[config.mk]
export PLATFORM = sky130hd
export DESIGN_NAME = exe_mem_stage_buffer
export DESIGN_NICKNAME = d
export VERILOG_FILES = /design/src/rtl/exe_mem_stage_buffer.sv
export SDC_FILE = /design/constraint.sdc
export NUM_CORES = 1
export LEC_CHECK = 0
export ABC_AREA = 1
export BUFFER_PORTS_ARGS = -buffer_cell sky130_fd_sc_hd__buf_2
export CORE_MARGIN = 3
export CORE_UTILIZATION = 49
export DETAILED_ROUTE_END_ITERATION = 8
export PLACE_DENSITY = 0.76
export SLEW_MARGIN = 20
export SYNTH_ARGS = -nofsm -noshare
export SYNTH_HDL_FRONTEND = slang
export SYNTH_SLANG_ARGS = --single-unit
[constraint.sdc]
create_clock -name clk -period 7.5 [get_ports clk]
set_input_delay 0 -clock clk [delete_from_list [all_inputs] [get_ports clk]]
set_output_delay 0 -clock clk [all_outputs]
set_load 0.03 [all_outputs]
[src/rtl/exe_mem_stage_buffer.sv]
// EXE->MEM pipeline register with valid/ready handshake, optional one-entry skid,
// synchronous flush and a saturating output-stall counter.
module exe_mem_stage_buffer #(
    parameter int WORD_W      = 32,
    parameter int DEST_W      = 4,
    parameter int SKID        = 1,
    parameter int STALL_CNT_W = 16
) (
    input  logic                   clk,
    input  logic                   rst,
    input  logic                   flush,
    input  logic                   in_valid,
    output logic                   in_ready,
    input  logic                   WB_en_in,
    input  logic                   MEM_R_EN_in,
    input  logic                   MEM_W_EN_in,
    input  logic [WORD_W-1:0]      ALU_result_in,
    input  logic [WORD_W-1:0]      ST_val_in,
    input  logic [WORD_W-1:0]      PC_in,
    input  logic [WORD_W-1:0]      Instruction_in,
    input  logic [DEST_W-1:0]      Dest_in,
    output logic                   out_valid,
    input  logic                   out_ready,
    output logic                   WB_en,
    output logic                   MEM_R_EN,
    output logic                   MEM_W_EN,
    output logic [WORD_W-1:0]      ALU_result,
    output logic [WORD_W-1:0]      ST_val,
    output logic [WORD_W-1:0]      PC,
    output logic [WORD_W-1:0]      Instruction,
    output logic [DEST_W-1:0]      Dest,
    output logic [STALL_CNT_W-1:0] stall_cnt
);

    localparam int BW = 3 + 4 * WORD_W + DEST_W;
    localparam logic [STALL_CNT_W-1:0] CNT_ONE = STALL_CNT_W'(1);

    // Handshake: a bundle moves when valid and ready are both high at a rising edge;
    // valid never depends on ready, and flush overrides any transfer on the input side.
    logic [BW-1:0]          in_bundle;
    logic [BW-1:0]          main_q, main_d;
    logic [BW-1:0]          skid_q, skid_d;
    logic                   main_valid_q, main_valid_d;
    logic                   skid_valid_q, skid_valid_d;
    logic [STALL_CNT_W-1:0] stall_cnt_q, stall_cnt_d;
    logic                   accept;
    logic                   pop;
    logic                   wb_s, mem_r_s, mem_w_s;

    assign in_bundle = {WB_en_in, MEM_R_EN_in, MEM_W_EN_in, ALU_result_in, ST_val_in,
                        PC_in, Instruction_in, Dest_in};

    // With the skid, ready comes straight from a flop so it never depends on out_ready.
    assign in_ready = (SKID != 0) ? ~skid_valid_q : (~main_valid_q | out_ready);
    assign accept   = in_valid & in_ready & ~flush;
    assign pop      = main_valid_q & out_ready;

    always_comb begin
        main_d       = main_q;
        skid_d       = skid_q;
        main_valid_d = main_valid_q;
        skid_valid_d = skid_valid_q;
        if (flush) begin
            main_valid_d = 1'b0;
            skid_valid_d = 1'b0;
        end else if (SKID != 0) begin
            if (!main_valid_q || pop) begin
                if (skid_valid_q) begin
                    main_d       = skid_q;
                    main_valid_d = 1'b1;
                    skid_valid_d = accept;
                    if (accept) begin
                        skid_d = in_bundle;
                    end
                end else if (accept) begin
                    main_d       = in_bundle;
                    main_valid_d = 1'b1;
                end else begin
                    main_valid_d = 1'b0;
                end
            end else if (accept) begin
                skid_d       = in_bundle;
                skid_valid_d = 1'b1;
            end
        end else begin
            if (accept) begin
                main_d       = in_bundle;
                main_valid_d = 1'b1;
            end else if (pop) begin
                main_valid_d = 1'b0;
            end
        end
    end

    always_comb begin
        stall_cnt_d = stall_cnt_q;
        if (main_valid_q && !out_ready && (stall_cnt_q != '1)) begin
            stall_cnt_d = stall_cnt_q + CNT_ONE;
        end
    end

    always_ff @(posedge clk or posedge rst) begin
        if (rst) begin
            main_q       <= '0;
            skid_q       <= '0;
            main_valid_q <= 1'b0;
            skid_valid_q <= 1'b0;
            stall_cnt_q  <= '0;
        end else begin
            main_q       <= main_d;
            skid_q       <= skid_d;
            main_valid_q <= main_valid_d;
            skid_valid_q <= skid_valid_d;
            stall_cnt_q  <= stall_cnt_d;
        end
    end

    // Data fields are left ungated; only the enables are qualified by valid.
    assign {wb_s, mem_r_s, mem_w_s, ALU_result, ST_val, PC, Instruction, Dest} = main_q;
    assign out_valid = main_valid_q;
    assign WB_en     = wb_s & main_valid_q;
    assign MEM_R_EN  = mem_r_s & main_valid_q;
    assign MEM_W_EN  = mem_w_s & main_valid_q;
    assign stall_cnt = stall_cnt_q;

endmodule

Word-level counts from Yosys, hierarchy flattened
Index checks and enable logic that the tools add are counted.
{"block": "totals", "ff_bits": 288, "in_bits": 140, "wordCells": 39}
{"block": "op_classes", "addsub": 1, "n_eq_ne": 2, "muxes": 13, "bitwise": 8, "reduce_logical": 10}
{"cell": "135-bit two-way mux", "n": 5}
{"cell": "16-bit by 1-bit adder with 16-bit output, second input constant", "n": 1}
{"cell": "16-bit != test, second input constant", "n": 1}
{"cell": "1-bit two-way mux", "n": 8}
{"cell": "1-bit bitwise AND", "n": 6}
{"cell": "2-bit nonzero test", "n": 2}
{"cell": "3-bit AND reduction", "n": 1}
{"cell": "3-bit nonzero test", "n": 1}
{"cell": "1-bit logical AND", "n": 2}
{"cell": "1-bit logical NOT", "n": 2}
{"cell": "2-bit != test, second input constant", "n": 1}
{"cell": "1-bit NOT", "n": 2}
{"cell": "2-bit AND reduction", "n": 1}
{"cell": "1-bit logical OR", "n": 1}

Logic depth before layout (Yosys ltp)
{"block": "depth", "ltp_word": 7, "ltp_mapped": 9}

Worst setup path before layout
No wires, ideal clock.
{"block": "synth_path", "kind": "reg2reg", "startpoint": "register stall_cnt_q[1] (netlist: stall_cnt[1])", "endpoint": "register stall_cnt_q[12] (netlist: stall_cnt[12])", "setup_time_ns": 0.118, "arrival_ns": 1.544, "required_ns": 7.382, "path_slack_ns": 5.837, "stages_incl_launch_ff": 9, "path_buffers": 0, "period_less_slack_ns": 1.663, "path_cell_list": "dfrtp_1 -> ha_1 -> nand2_1 -> nor2_2 -> nand2_2 -> nor2_1 -> nand3_1 -> nand2_1 -> nand2_1"}
{"block": "synth_via", "elab_chain_len": 2, "word_cells_on_any_way": 3, "classes_between": "add/sub: 1; eq/ne: 1; reduce/logical: 1"}
{"item": "from (decl)", "line_no": "45", "rtl": "logic [STALL_CNT_W-1:0] stall_cnt_q, stall_cnt_d;"}
{"item": "from (signal assigned)", "line_no": "114", "rtl": "stall_cnt_q <= stall_cnt_d;"}
{"item": "parallel branches: the longest is 2 deep, another holds 16-bit by 1-bit adder with 16-bit output"}
Parallel ways; which one is timed is not known.
A chain may end at the register's enable or synchronous reset.

Final worst setup path
{"block": "layout_path", "startpoint": "register skid_valid_q", "endpoint": "register skid_q[58]"}
{"block": "layout_via", "elab_chain_len": 6, "word_cells_on_any_way": 8, "classes_between": "eq/ne: 1; mux: 3; bitwise: 3; reduce/logical: 1"}
{"item": "from (decl)", "line_no": "44", "rtl": "logic skid_valid_q, skid_valid_d;"}
{"item": "from (signal assigned)", "line_no": "113", "rtl": "skid_valid_q <= skid_valid_d;"}
{"item": "1-bit NOT", "line_no": "54", "rtl": "assign in_ready = (SKID != 0) ? ~skid_valid_q : (~main_valid_q | out_ready);"}
{"item": "1-bit bitwise AND (2 in a row)", "line_no": "55", "rtl": "assign accept = in_valid & in_ready & ~flush;"}
{"item": "135-bit two-way mux (3 in a row)"}
{"item": "to (signal assigned)", "line_no": "111", "rtl": "skid_q <= skid_d;"}
{"item": "to (decl)", "line_no": "42", "rtl": "logic [BW-1:0] skid_q, skid_d;"}
Parallel ways exist; a longest one is shown, timed or not. The select of a mux whose other input is x is not followed.

==> results.yml <==
critical_path:
  reg2reg_slack_ps: 4110
  critical_path.cell_chain: "inv_6 -> nand4_4 -> buf_4 -> o21ai_0"
  path_buf_inv: 2
  critical_path_arrival_ps: 3820
  cpPeakStageDelay_ps: 920
  reg2reg_depth: 4
  cp_max_fo: 156
  crit_required_ps: 7930
  r2r_start: "skid_valid_q$_DFFE_PP0P_"
  worst_setup_path_end_kind: "flip-flop"
  cp-start-kind: "flip-flop"
  cpMaxStageDelayCell: "nand4_4"
  timing.rr.end: "skid_q[58]$_DFFE_PP0P_"
  critical-path-top-delay-family: "buffers and inverters"
  path_class: "reg -> reg"
detailed_routing:
  drtPass1Iterations: 5
  drc: 0
  wirelength_um: 31800
  avgViaCountPerCell: 4.98
  vias: 11100
  wl_per_cell_um: 14.4
  detail-route-antenna-nets: 0
  drtIter0Drc: 946
timing:
  slew_viol_final: 0
  finClkSkew_ps: 12.9
  worst_pin_slew_ps: 1010
  finalSetupTns_ps: 0
  slew_headroom_pct: 32.8
  rsz0062_at_grt: "false"
  finalHoldViolCount: 0
  worst_hold_slack_ps: 255
  final.setup.worst_slack_ps: 4110
  max_freq_mhz: 295
  layout_min_cycle_time_ps: 3390
  finalCritPeriodShare_pct: 45.2
  setup_viol: 0
power:
  seq_power_share_pct: 45.5
  pwr_density_cell_nw_per_um2: 274
  clockPowerShare_pct: 33.4
  irDropWorstVdd_mv: 0.144
  comb_power_share_pct: 21.1
  p_sw_share_pct: 31.4
  leakage_nw: 8.80
  switching_power_w: 0.00140
  p_int_w: 0.00306
placement:
  finalWeightedCongestion: 0.831
  port_buffers: 292
  placed_cell_area_um2: 13900
  dp_hpwl_um: 19000
  pre_cts_ws_ps: 4240
layout:
  area_growth_pct: 21.7
  utilization_pct: 61.6
  drive_gt1_share_pct: 19.1
  fin_area_um2: 16300
  final_common_cell: "nand2_1"
  num-fill-cells: 2175
  fin_nets: 2002
  final_cell_mix: "nand2_1 (486), buf_2 (292), dfrtp_1 (288)"
  n_antenna_cell: 0
  regArea_um2: 7210
  multi_input_area_um2: 4130
clocking:
  cts.sinks: 288
  clk_pin_slew_ps: 60
  cts-root-buf: "clkbuf_16"
  cts_resized: 0
  post-cts-setup-buffers: 0
  ctsLongestPathBuffers: 3
  cts_hold_buf: 142
  clk_latency_ps: 540
  cts_tree: "built"
  cts_buffers: 30
  h-tree-depth: 1
synthesis:
  synth_edf_count: 0
  syn_area_um2: 13400
  synth.distinct_cells: 21
  avgSynthCellArea_um2: 8.33
  yosysSeqAreaShare_pct: 53.8
  synth_warnings: 0
  synthArstFlopShare_pct: 100
  synth-seq-cells: 288
  synthFlopType: "dfrtp_1"
  syn-num-nets: 1750
  syn_inst: 1609
hold_path:
  hold_start: "ST_val_in[2]"
  whs_endpoint: "skid_q[70]$_DFFE_PP0P_"
  hp-class: "in -> reg"
  hold_depth: 4
grt:
  grt_usage_pct: 21.3
  grt_pass1_vias: 10600
  grt_overflow: 0
  grt_max_degree: 180
  grt_first_pass_wirelength_um: 51900
  antenna_found_initial: 0
floorplan:
  die_w_um: 171
  floorplan.initialDensity_pct: 50.6
  die-area_um2: 29400
  rows: 59
  io_pins: 293
  die_h_um: 171
  core_region_area_um2: 26500
status:
  status: "complete, no violations"
job:
  drv_cap: 0
[worst reg2reg max path, cell delays in order, from the launching register on]
cell and delay (ps):
dfrtp_1 430, inv_6 680, nand4_4 940, buf_4 760
o21ai_0 470
[sequential cells by signal (all words and copies together), names as in the netlist]
signal / cells
skid_q: 135
stall_cnt: 16
skid_valid_q: 1
main_q: 135
out_valid: 1
[synthesized netlist by cell type, types with 2 or more instances]
cell	instances	area (µm²)
nand2_1	486	1820
dfrtp_1	288	7210
o21ai_0	225	1130
o21ai_1	181	906
inv_1	157	589
buf_4	144	1080
buf_2	45	225
clkbuf_1	27	101
nor2_1	20	75.1
nand3_1	12	60.1
buf_6	5	56.3
nand4_1	5	31.3
xor2_1	3	26.3
inv_4	2	12.5
nand2_2	2	12.5
nor2_2	2	12.5
[power groups by stage]
| stage | Clock [W] | Sequential [W] | Combinational, W |
|---|---|---|---|
| final | 0.00149 | 0.00203 | 0.000942 |
| after global routing | 0.00158 | 0.00207 | 0.00105 |
| after CTS | 0.00153 | 0.00203 | 0.000942 |
| after detailed placement | 0 | 0.00205 | 0.000883 |
| after global placement | 0 | 0.00204 | 0.000857 |
| after floorplan | 0 | 0.00202 | 0.000793 |
[per-stage QoR]
| step | total power (W) | instances |
|---|---|---|
| after floorplan | 0.00281 | 1609 |
| after global placement | 0.00289 | 2022 |
| after detailed placement | 0.00293 | 2022 |
| after CTS | 0.00449 | 2219 |
| after global routing | 0.00470 | 2219 |
| final | 0.00446 | 2219 |
[logic make-up (layout without fill, tap and decap cells)]
| logic type | Yosys count | in the layout | share of synthesized area [%] |
|---|---|---|---|
| xor+xnor | 3 | 3 | 0.196 |
| buf+inv | 381 | 656 | 15.4 |
| compound gates | 407 | 407 | 15.3 |
| flops | 288 | 288 | 53.8 |
| fa+ha+maj | 1 | 1 | 0.0933 |
| simple gates | 529 | 529 | 15.2 |
[worst max-delay path by stage]
stage,from,to,slack (ps),cells after the start
6_report,skid_valid_q$_DFFE_PP0P_,skid_q[58]$_DFFE_PP0P_,4110,4
5_1_grt,skid_valid_q$_DFFE_PP0P_,skid_q[58]$_DFFE_PP0P_,3750,5
3_5_place_dp,skid_valid_q$_DFFE_PP0P_,skid_q[69]$_DFFE_PP0P_,4240,4
3_3_place_gp,skid_valid_q$_DFFE_PP0P_,skid_q[50]$_DFFE_PP0P_,4320,5
4_1_cts,skid_valid_q$_DFFE_PP0P_,skid_q[56]$_DFFE_PP0P_,4240,4
2_1_floorplan,rst,main_q[0]$_DFFE_PP0P_,3680,1
[final cells by class]
cell class	instances	area share [%]
inverter	160	3.79
sequential	288	44.2
clock inverter	13	0.728
clock buffer	42	5.37
multi-input combinational	940	25.3
timing repair buffer	441	18.1
tap	335	2.57
[per-layer routing]
layer	global-route usage, %	wire length [µm]
met5	0	0
met2	36.2	15400
met4	9.24	1540
met1	27.3	13100
met3	3.10	1780
(Power assumes the default switching activity.)
